### src/rtl/vga_timing_generator_pkg.sv
`default_nettype none
// ============================================================================
// vga_timing_generator_pkg -- shared modes, colour fills and default timing.
// Revision: 1.0
// ============================================================================
package vga_timing_generator_pkg;

    typedef enum logic [1:0] {
        VGA_MODE_PASS    = 2'd0,
        VGA_MODE_BARS    = 2'd1,
        VGA_MODE_CHECKER = 2'd2,
        VGA_MODE_BLACK   = 2'd3
    } vga_mode_e;

    localparam logic BLACK = 1'b0;
    localparam logic WHITE = 1'b1;

    // 640x480 @ 60 Hz
    localparam int DEF_H_VISIBLE = 640;
    localparam int DEF_H_FRONT   = 16;
    localparam int DEF_H_SYNC    = 96;
    localparam int DEF_H_BACK    = 48;
    localparam int DEF_V_VISIBLE = 480;
    localparam int DEF_V_FRONT   = 10;
    localparam int DEF_V_SYNC    = 2;
    localparam int DEF_V_BACK    = 33;

    function automatic logic in_window(input int value, input int lo, input int len);
        return (value >= lo) && (value < lo + len);
    endfunction

    function automatic logic checker_white(input int col, input int row);
        return ((col ^ row) & 32) != 0;
    endfunction

endpackage
`default_nettype wire

### src/rtl/vga_axis_counter.sv
`default_nettype none
// ============================================================================
// vga_axis_counter -- enabled 0..TOTAL-1 wrapping counter for one raster axis.
// Revision: 1.0
// ============================================================================
module vga_axis_counter #(
    parameter int TOTAL = 800,
    parameter int WIDTH = $clog2(TOTAL)
) (
    input  logic             Clock,
    input  logic             Reset,
    input  logic             Enable,
    output logic [WIDTH-1:0] oCount,
    output logic             oWrap
);

    logic [WIDTH-1:0] r_count;

    always_ff @(posedge Clock) begin
        if (!Reset) begin
            r_count <= '0;
        end else if (Enable) begin
            r_count <= oWrap ? '0 : r_count + 1'b1;
        end
    end

    assign oWrap  = (r_count == WIDTH'(TOTAL - 1));
    assign oCount = r_count;

endmodule
`default_nettype wire

### src/rtl/vga_timing_generator.sv
`default_nettype none
// ============================================================================
// vga_timing_generator -- parametrised raster timing, sync decode and test patterns.
// Revision: 1.0
// ============================================================================
module vga_timing_generator
    import vga_timing_generator_pkg::*;
#(
    parameter int H_VISIBLE  = DEF_H_VISIBLE,
    parameter int H_FRONT    = DEF_H_FRONT,
    parameter int H_SYNC     = DEF_H_SYNC,
    parameter int H_BACK     = DEF_H_BACK,
    parameter int V_VISIBLE  = DEF_V_VISIBLE,
    parameter int V_FRONT    = DEF_V_FRONT,
    parameter int V_SYNC     = DEF_V_SYNC,
    parameter int V_BACK     = DEF_V_BACK,
    parameter bit H_POLARITY = 1'b0,
    parameter bit V_POLARITY = 1'b0,
    parameter int COLOR_BITS = 1,
    parameter int BAR_WIDTH  = 80,
    localparam int H_TOTAL   = H_VISIBLE + H_FRONT + H_SYNC + H_BACK,
    localparam int V_TOTAL   = V_VISIBLE + V_FRONT + V_SYNC + V_BACK,
    localparam int CW        = $clog2(H_TOTAL),
    localparam int RW        = $clog2(V_TOTAL)
) (
    input  logic                    Clock,
    input  logic                    Reset,
    input  logic                    Enable,
    input  logic [1:0]              iMode,
    input  logic [3*COLOR_BITS-1:0] iPixel,
    output logic [CW-1:0]           oColumn,
    output logic [RW-1:0]           oRow,
    output logic                    oHorizontalSync,
    output logic                    oVerticalSync,
    output logic [COLOR_BITS-1:0]   oRed,
    output logic [COLOR_BITS-1:0]   oGreen,
    output logic [COLOR_BITS-1:0]   oBlue,
    output logic                    oDisplayEnable,
    output logic                    oLineStart,
    output logic                    oFrameStart
);

    localparam int c_hs_start = H_VISIBLE + H_FRONT;
    localparam int c_vs_start = V_VISIBLE + V_FRONT;
    localparam int c_bar_pw   = (BAR_WIDTH > 1) ? $clog2(BAR_WIDTH) : 1;
    localparam int c_rgb_w    = 3 * COLOR_BITS;

    logic [CW-1:0]         w_col;
    logic [RW-1:0]         w_row;
    logic                  w_col_wrap;
    logic                  w_row_wrap;
    logic                  w_hsync_active;
    logic                  w_vsync_active;
    logic                  w_visible;
    vga_mode_e             w_mode_eff;
    logic [c_rgb_w-1:0]    w_pattern;

    logic                  r_at_origin;
    vga_mode_e             r_mode;
    logic [c_bar_pw-1:0]   r_bar_px;
    logic [2:0]            r_bar_idx;
    logic                  r_hsync;
    logic                  r_vsync;
    logic [c_rgb_w-1:0]    r_rgb;
    logic                  r_de;
    logic                  r_line_start;
    logic                  r_frame_start;

    vga_axis_counter #(
        .TOTAL (H_TOTAL),
        .WIDTH (CW)
    ) u_col_counter (
        .Clock  (Clock),
        .Reset  (Reset),
        .Enable (Enable),
        .oCount (w_col),
        .oWrap  (w_col_wrap)
    );

    vga_axis_counter #(
        .TOTAL (V_TOTAL),
        .WIDTH (RW)
    ) u_row_counter (
        .Clock  (Clock),
        .Reset  (Reset),
        .Enable (Enable & w_col_wrap),
        .oCount (w_row),
        .oWrap  (w_row_wrap)
    );

    // Tracks "counters are at (0,0)" without a second wide comparator.
    always_ff @(posedge Clock) begin
        if (!Reset) begin
            r_at_origin <= 1'b1;
        end else if (Enable) begin
            r_at_origin <= w_col_wrap & w_row_wrap;
        end
    end

    // Bar position for the current column; restarts with every line.
    always_ff @(posedge Clock) begin
        if (!Reset) begin
            r_bar_px  <= '0;
            r_bar_idx <= '0;
        end else if (Enable) begin
            if (w_col_wrap) begin
                r_bar_px  <= '0;
                r_bar_idx <= '0;
            end else if (r_bar_px == c_bar_pw'(BAR_WIDTH - 1)) begin
                r_bar_px  <= '0;
                r_bar_idx <= r_bar_idx + 1'b1;
            end else begin
                r_bar_px <= r_bar_px + 1'b1;
            end
        end
    end

    assign w_hsync_active = in_window(int'(w_col), c_hs_start, H_SYNC);
    assign w_vsync_active = in_window(int'(w_row), c_vs_start, V_SYNC);
    assign w_visible      = (int'(w_col) < H_VISIBLE) && (int'(w_row) < V_VISIBLE);

    // The pixel at (0,0) already uses the mode being latched, so a frame never mixes modes.
    always_comb begin
        w_mode_eff = r_at_origin ? vga_mode_e'(iMode) : r_mode;
        w_pattern  = {c_rgb_w{BLACK}};
        case (w_mode_eff)
            VGA_MODE_PASS:    w_pattern = iPixel;
            VGA_MODE_BARS:    w_pattern = {{COLOR_BITS{r_bar_idx[2]}},
                                           {COLOR_BITS{r_bar_idx[1]}},
                                           {COLOR_BITS{r_bar_idx[0]}}};
            VGA_MODE_CHECKER: w_pattern = checker_white(int'(w_col), int'(w_row)) ?
                                          {c_rgb_w{WHITE}} : {c_rgb_w{BLACK}};
            default:          w_pattern = {c_rgb_w{BLACK}};
        endcase
    end

    always_ff @(posedge Clock) begin
        if (!Reset) begin
            r_hsync       <= ~H_POLARITY;
            r_vsync       <= ~V_POLARITY;
            r_rgb         <= '0;
            r_de          <= 1'b0;
            r_line_start  <= 1'b0;
            r_frame_start <= 1'b0;
            r_mode        <= VGA_MODE_PASS;
        end else if (Enable) begin
            r_hsync       <= w_hsync_active ? H_POLARITY : ~H_POLARITY;
            r_vsync       <= w_vsync_active ? V_POLARITY : ~V_POLARITY;
            r_rgb         <= w_visible ? w_pattern : '0;
            r_de          <= w_visible;
            r_line_start  <= (w_col == '0);
            r_frame_start <= r_at_origin;
            if (r_at_origin) begin
                r_mode <= w_mode_eff;
            end
        end else begin
            r_line_start  <= 1'b0;
            r_frame_start <= 1'b0;
        end
    end

    assign oColumn         = w_col;
    assign oRow            = w_row;
    assign oHorizontalSync = r_hsync;
    assign oVerticalSync   = r_vsync;
    assign oRed            = r_rgb[3*COLOR_BITS-1:2*COLOR_BITS];
    assign oGreen          = r_rgb[2*COLOR_BITS-1:COLOR_BITS];
    assign oBlue           = r_rgb[COLOR_BITS-1:0];
    assign oDisplayEnable  = r_de;
    assign oLineStart      = r_line_start;
    assign oFrameStart     = r_frame_start;

endmodule
`default_nettype wire

### config.mk
export PLATFORM = sky130hd
export DESIGN_NAME = vga_timing_generator
export DESIGN_NICKNAME = d
export VERILOG_FILES = /design/src/rtl/vga_timing_generator_pkg.sv /design/src/rtl/vga_axis_counter.sv /design/src/rtl/vga_timing_generator.sv
export SDC_FILE = /design/constraint.sdc
export NUM_CORES = 1
export LEC_CHECK = 0
export CORE_MARGIN = 1.5
export CORE_UTILIZATION = 52
export DETAILED_ROUTE_END_ITERATION = 12
export PLACE_DENSITY = 0.83
export SYNTH_ARGS = -nofsm -noshare
export SYNTH_HDL_FRONTEND = slang
export SYNTH_SLANG_ARGS = --single-unit
### constraint.sdc
create_clock -name Clock -period 2.4 [get_ports Clock]
set_input_delay 0.6 -clock Clock [delete_from_list [all_inputs] [get_ports Clock]]
set_output_delay 0.6 -clock Clock [all_outputs]
set_load 0.01 [all_outputs]
# ---- Word level (Yosys, flattened, before mapping)
# Index checks and enable logic that the tools add are counted.
dict set report word_totals {
  regBits 41
  inputBits 8
  output_inout_bits 28
  word_cells 51
}
dict set report classes {
  add_sub_neg 4
  magnitude_cmp 6
  eq_ne 5
  muxes 12
  bitwise_logic 3
  n_reduce_logical 9
}
# op count
set ops {}
lappend ops {{10-bit by 1-bit adder with 10-bit output, second input constant} 2}
lappend ops {{10-bit == test, second input constant} 2}
lappend ops {{10-bit < comparator, second input constant} 2}
lappend ops {{10-bit by 9-bit < comparator with 1-bit output, second input constant} 2}
lappend ops {{10-bit 2-to-1 mux} 2}
lappend ops {{7-bit 2-to-1 mux} 2}
lappend ops {{3-bit 2-to-1 mux} 4}
lappend ops {{10-bit >= comparator, second input constant} 1}
lappend ops {{10-bit by 9-bit >= comparator with 1-bit output, second input constant} 1}
lappend ops {{10-bit zero test} 1}
lappend ops {{3-bit case mux with 3 select lines} 1}
lappend ops {{7-bit by 1-bit adder with 7-bit output, second input constant} 1}
lappend ops {{7-bit == test, second input constant} 1}
lappend ops {{2-bit AND reduction} 3}
lappend ops {{6-bit XOR} 1}
lappend ops {{3-bit by 1-bit adder with 3-bit output, second input constant} 1}
lappend ops {{1-bit logical AND} 3}
lappend ops {{1-bit bitwise AND} 2}
lappend ops {{2-bit by 1-bit == test with 1-bit output, second input constant} 1}
lappend ops {{2-bit == test, second input constant} 1}
lappend ops {{2-bit zero test} 1}
lappend ops {{1-bit 2-to-1 mux} 2}
lappend ops {{2-bit 2-to-1 mux} 1}
lappend ops {{2-bit nonzero test} 1}

# ---- Longest topological paths before layout
dict set report logic_depth {
  ltp_word 4
  ltp_mapped 6
  mapped_depth_nobuf 6
}

# ---- Hierarchy
# Synthesis repeated with hierarchy kept, for this count alone.
dict set report hier_totals {
  cells_unflattened 224
  hier_area_um2 1986.9
}
# mod n_inst cells_each area_each_um2 seq_area_each_um2
set by_module_without_submodules {}
lappend by_module_without_submodules {vga_timing_generator 1 115 1002.2 420.4}
lappend by_module_without_submodules {{vga_axis_counter (u_row_counter)} 1 57 513.0 200.2}
lappend by_module_without_submodules {{vga_axis_counter (u_col_counter)} 1 52 471.7 200.2}

# ---- Least setup slack after synthesis
# No wires, ideal clock.
dict set report synth_path {
  path_kind {reg2reg}
  from {register u_col_counter.r_count[1], in the netlist u_col_counter.oCount[1]}
  to {register u_row_counter.r_count[9], in the netlist u_row_counter.oCount[9]}
  setup_time_ps 70
  arrival_time_ps 1879
  required_ps 2330
  slack_ps 451
  stages_incl_launch_ff 6
  n_path_buf 0
  synth_period_minus_slack_ps 1949
  path_cell_list {dfxtp_1 ha_1 nand4_4 or3_4 or4_1 a21oi_1}
}
dict set report synth_via {
  elab_chain_cells 2
}
# element line_no
set synth_rtl {}
lappend synth_rtl {{from (decl)} vga_axis_counter.sv:17} ;# logic [WIDTH-1:0] r_count;
lappend synth_rtl {{from (signal assigned)} vga_axis_counter.sv:23} ;# r_count <= oWrap ? '0 : r_count + 1'b1;
lappend synth_rtl {{10-bit == test} vga_axis_counter.sv:27} ;# assign oWrap = (r_count == WIDTH'(TOTAL - 1));
lappend synth_rtl {{1-bit bitwise AND} vga_timing_generator.sv:86} ;# .Enable (Enable & w_col_wrap),
lappend synth_rtl {{to (signal assigned)} vga_axis_counter.sv:23}
lappend synth_rtl {{to (decl)} vga_axis_counter.sv:17}
# Every way passes these cells.
# A chain may end at the register's enable or synchronous reset.

# ---- Worst setup path in the final report
dict set report layout_path {
  from {input port Enable}
  to {register u_row_counter.r_count[7], in the netlist u_row_counter.oCount[7]}
}
dict set report layout_via {
  elab_chain_cells 1
}
# element line_no
set layout_rtl {}
lappend layout_rtl {{from (decl)} vga_timing_generator.sv:28} ;# input logic Enable,
lappend layout_rtl {{1-bit bitwise AND} vga_timing_generator.sv:86}
# Every way passes these cells.

==> reports/qor.csv <==
metric,value,unit
synth_flop_cell,dfxtp_1,
timing.final.ws_setup,0.252,ns
crit_buf_inv,1,
critPathMaxStageDelay,0.54,ns
synth_area_leaders,"dfxtp_1 41%, nor2_1 4.7%, ha_1 4.4%",
power.total,0.00124,W
worstPathArrival,2.37,ns
area_growth,26.4,%
rsz0062_at_grt,no,
root_buffer,clkbuf_8,
min_period,2.15,ns
fillers,300,
cts_tree,built,
core-area,3660,um2
maxCapViolCount,0,
drc,0,
worstMarginPinSlew,0.665,ns
synth_top_area_cell,dfxtp_1,
slew_headroom,55.3,%
finalWirelength,4430,um
postCtsSetupRepairBufs,0,
cts_buffer_depth,2,
num_rows,22,
cp_top_family,simple AND/OR/NAND/NOR gates,
hold_path.class,reg -> reg,
cts_sinks,41,
path_cells,"clkdlybuf4s50_1, nand4_4, or3_4, or4_1, a21oi_1",
cts_buffers,5,
yosys_warnings,0,
synth_cell_type_count,50,
dp_hpwl,3250,um
synthCells,224,
postRouteAntennaNets,0,
n_antenna_cell,0,
syn_nets,239,
fin_worst_skew,0.00703,ns
grt_max_degree,20,
grt_antenna_before_repair,0,
fp.dieW,65.0,um
drt_iter0_drc,77,
multiInputGateArea,1090,um2
dieHeight,65.0,um
dieArea,4220,um2
pin_count,36,
via_count,1782,
hold_ws,0.463,ns
path_class,in -> reg,
syn_area,2000,um2
finish.net_count,284,
synthArstFlopShare,0,%
layout_common_cells,"41 x dfxtp_1, 35 x clkdlybuf4s50_1, 25 x nor2_1",
finalSetupViolCount,0,
status,completed,
p_per_area,491,nW/um2
cp_slowest_cell,clkdlybuf4s50_1,
grt_util_all_layers,23.1,%
syn_area_per_cell,8.91,um2
pre_cts_slack,-0.0209,ns
grt_pass1_wl,7470,um
total_leakage_power,0.911,nW
path_clk_slew,0.07,ns
finalCritPeriodShare,89.5,%
viasPerCell,5.60,
dr.pass1.iters,4,
design_area,2520,um2
yosysTopAreaCellShare,41.1,%
gp_congestion,0.830,
crit_required,2.62,ns
h-tree-depth,2,
drive_gt1_share,10.0,%
startpoint_type,primary input,
ir_drop,0.366,mV
cts_hold_buf,0,
synth.yosys.seq_area_share,41.1,%
start_util,54.5,%
hold_violations,0,
postCtsResizedCells,0,
overflow,0,
worst_setup_path_end_kind,flip-flop,
seqCellArea,821,um2
place_area,2440,um2
tns,0,ns
mostFrequentLayoutCell,dfxtp_1,
final_max_slew_viol_count,0,
wl_per_cell,13.9,um
crit_fanout,8,
clock_latency,0.30,ns
ys_seq_elements,41,
max_freq,466,MHz
synth_edf_count,0,
first_global_vias,1675,
portBuffers,35,
## synth_stat cells (all sizes together) (5+ instances only)
cell type  number
a21oi          14
buf             5
dfxtp          41
ha              7
inv             7
nand2          13
nand3          14
nand4           9
nor2           25
o21ai           9
or3             7
xnor2           6
xor2            9
## per-layer routing
layer  share of wire (%)  global-route usage [%]
met1                  44                    27.3
met2                  49                    39.9
met3                 6.2                    6.42
met4                 1.2                    7.98
met5                   0                       0
## registers in the layout, indices dropped and copies added, names as in the netlist
register / cells
u_row_counter.oCount: 10
r_mode: 2
oDisplayEnable: 1
oVerticalSync: 1
r_at_origin: 1
oLineStart: 1
r_bar_px: 7
u_col_counter.oCount: 10
r_rgb: 3
oHorizontalSync: 1
oFrameStart: 1
r_bar_idx: 3
## cell type report
type,count,area share [%]
tap,48,2.38
inverter,8,1.19
multi-input combinational,166,43.3
clock buffer,8,3.17
sequential,41,32.5
timing repair buffer,47,17.5
## worst paths after layout
kind | cells after the start | to | start | slack [ns]
worst min-delay path | 2 | r_mode[1]$_SDFFE_PN0P_ | r_mode[1]$_SDFFE_PN0P_ | 0.46
worst min register to register | 2 | r_mode[1]$_SDFFE_PN0P_ | r_mode[1]$_SDFFE_PN0P_ | 0.46
worst max-delay path | 5 | u_row_counter.oCount[7]$_SDFFE_PN0P_ | Enable | 0.25
worst max register to register | 5 | u_row_counter.oCount[7]$_SDFFE_PN0P_ | u_col_counter.oCount[1]$_SDFFE_PN0P_ | 0.41
## where the power goes
group          switching [W]  internal [W]
Combinational      0.0000525     0.0000544
Clock               0.000221      0.000206
Sequential         0.0000109      0.000693
Total               0.000284      0.000954
## stage by stage
| stage | util, % | std cells |
|---|---|---|
| 2_1_floorplan | - | 224 |
| 3_3_place_gp | 66.7 | 310 |
| 3_5_place_dp | 66.7 | 310 |
| 4_1_cts | 68.9 | 318 |
| 5_1_grt | 68.9 | 318 |
| 6_report | 68.9 | 318 |
## worst min-delay path: stages, from the launching register on
cell	delay [ns]
dfxtp_1	0.31
nand2_1	0.05
a21oi_1	0.06
## cell families (layout without fill, tap and decap cells)
| logic type | Yosys count | in the layout | synth area share [%] |
|---|---|---|---|
| buffers and inverters | 17 | 63 | 4.20 |
| xor gates and xnor gates | 15 | 15 | 6.58 |
| adders and majority gates | 7 | 7 | 4.39 |
| and+or+nand+nor | 95 | 95 | 26.2 |
| muxes | 6 | 6 | 3.13 |
| DFF | 41 | 41 | 41.1 |
| AOI/OAI and AO/OA | 43 | 43 | 14.4 |
Power figures use the tool's default switching activity.
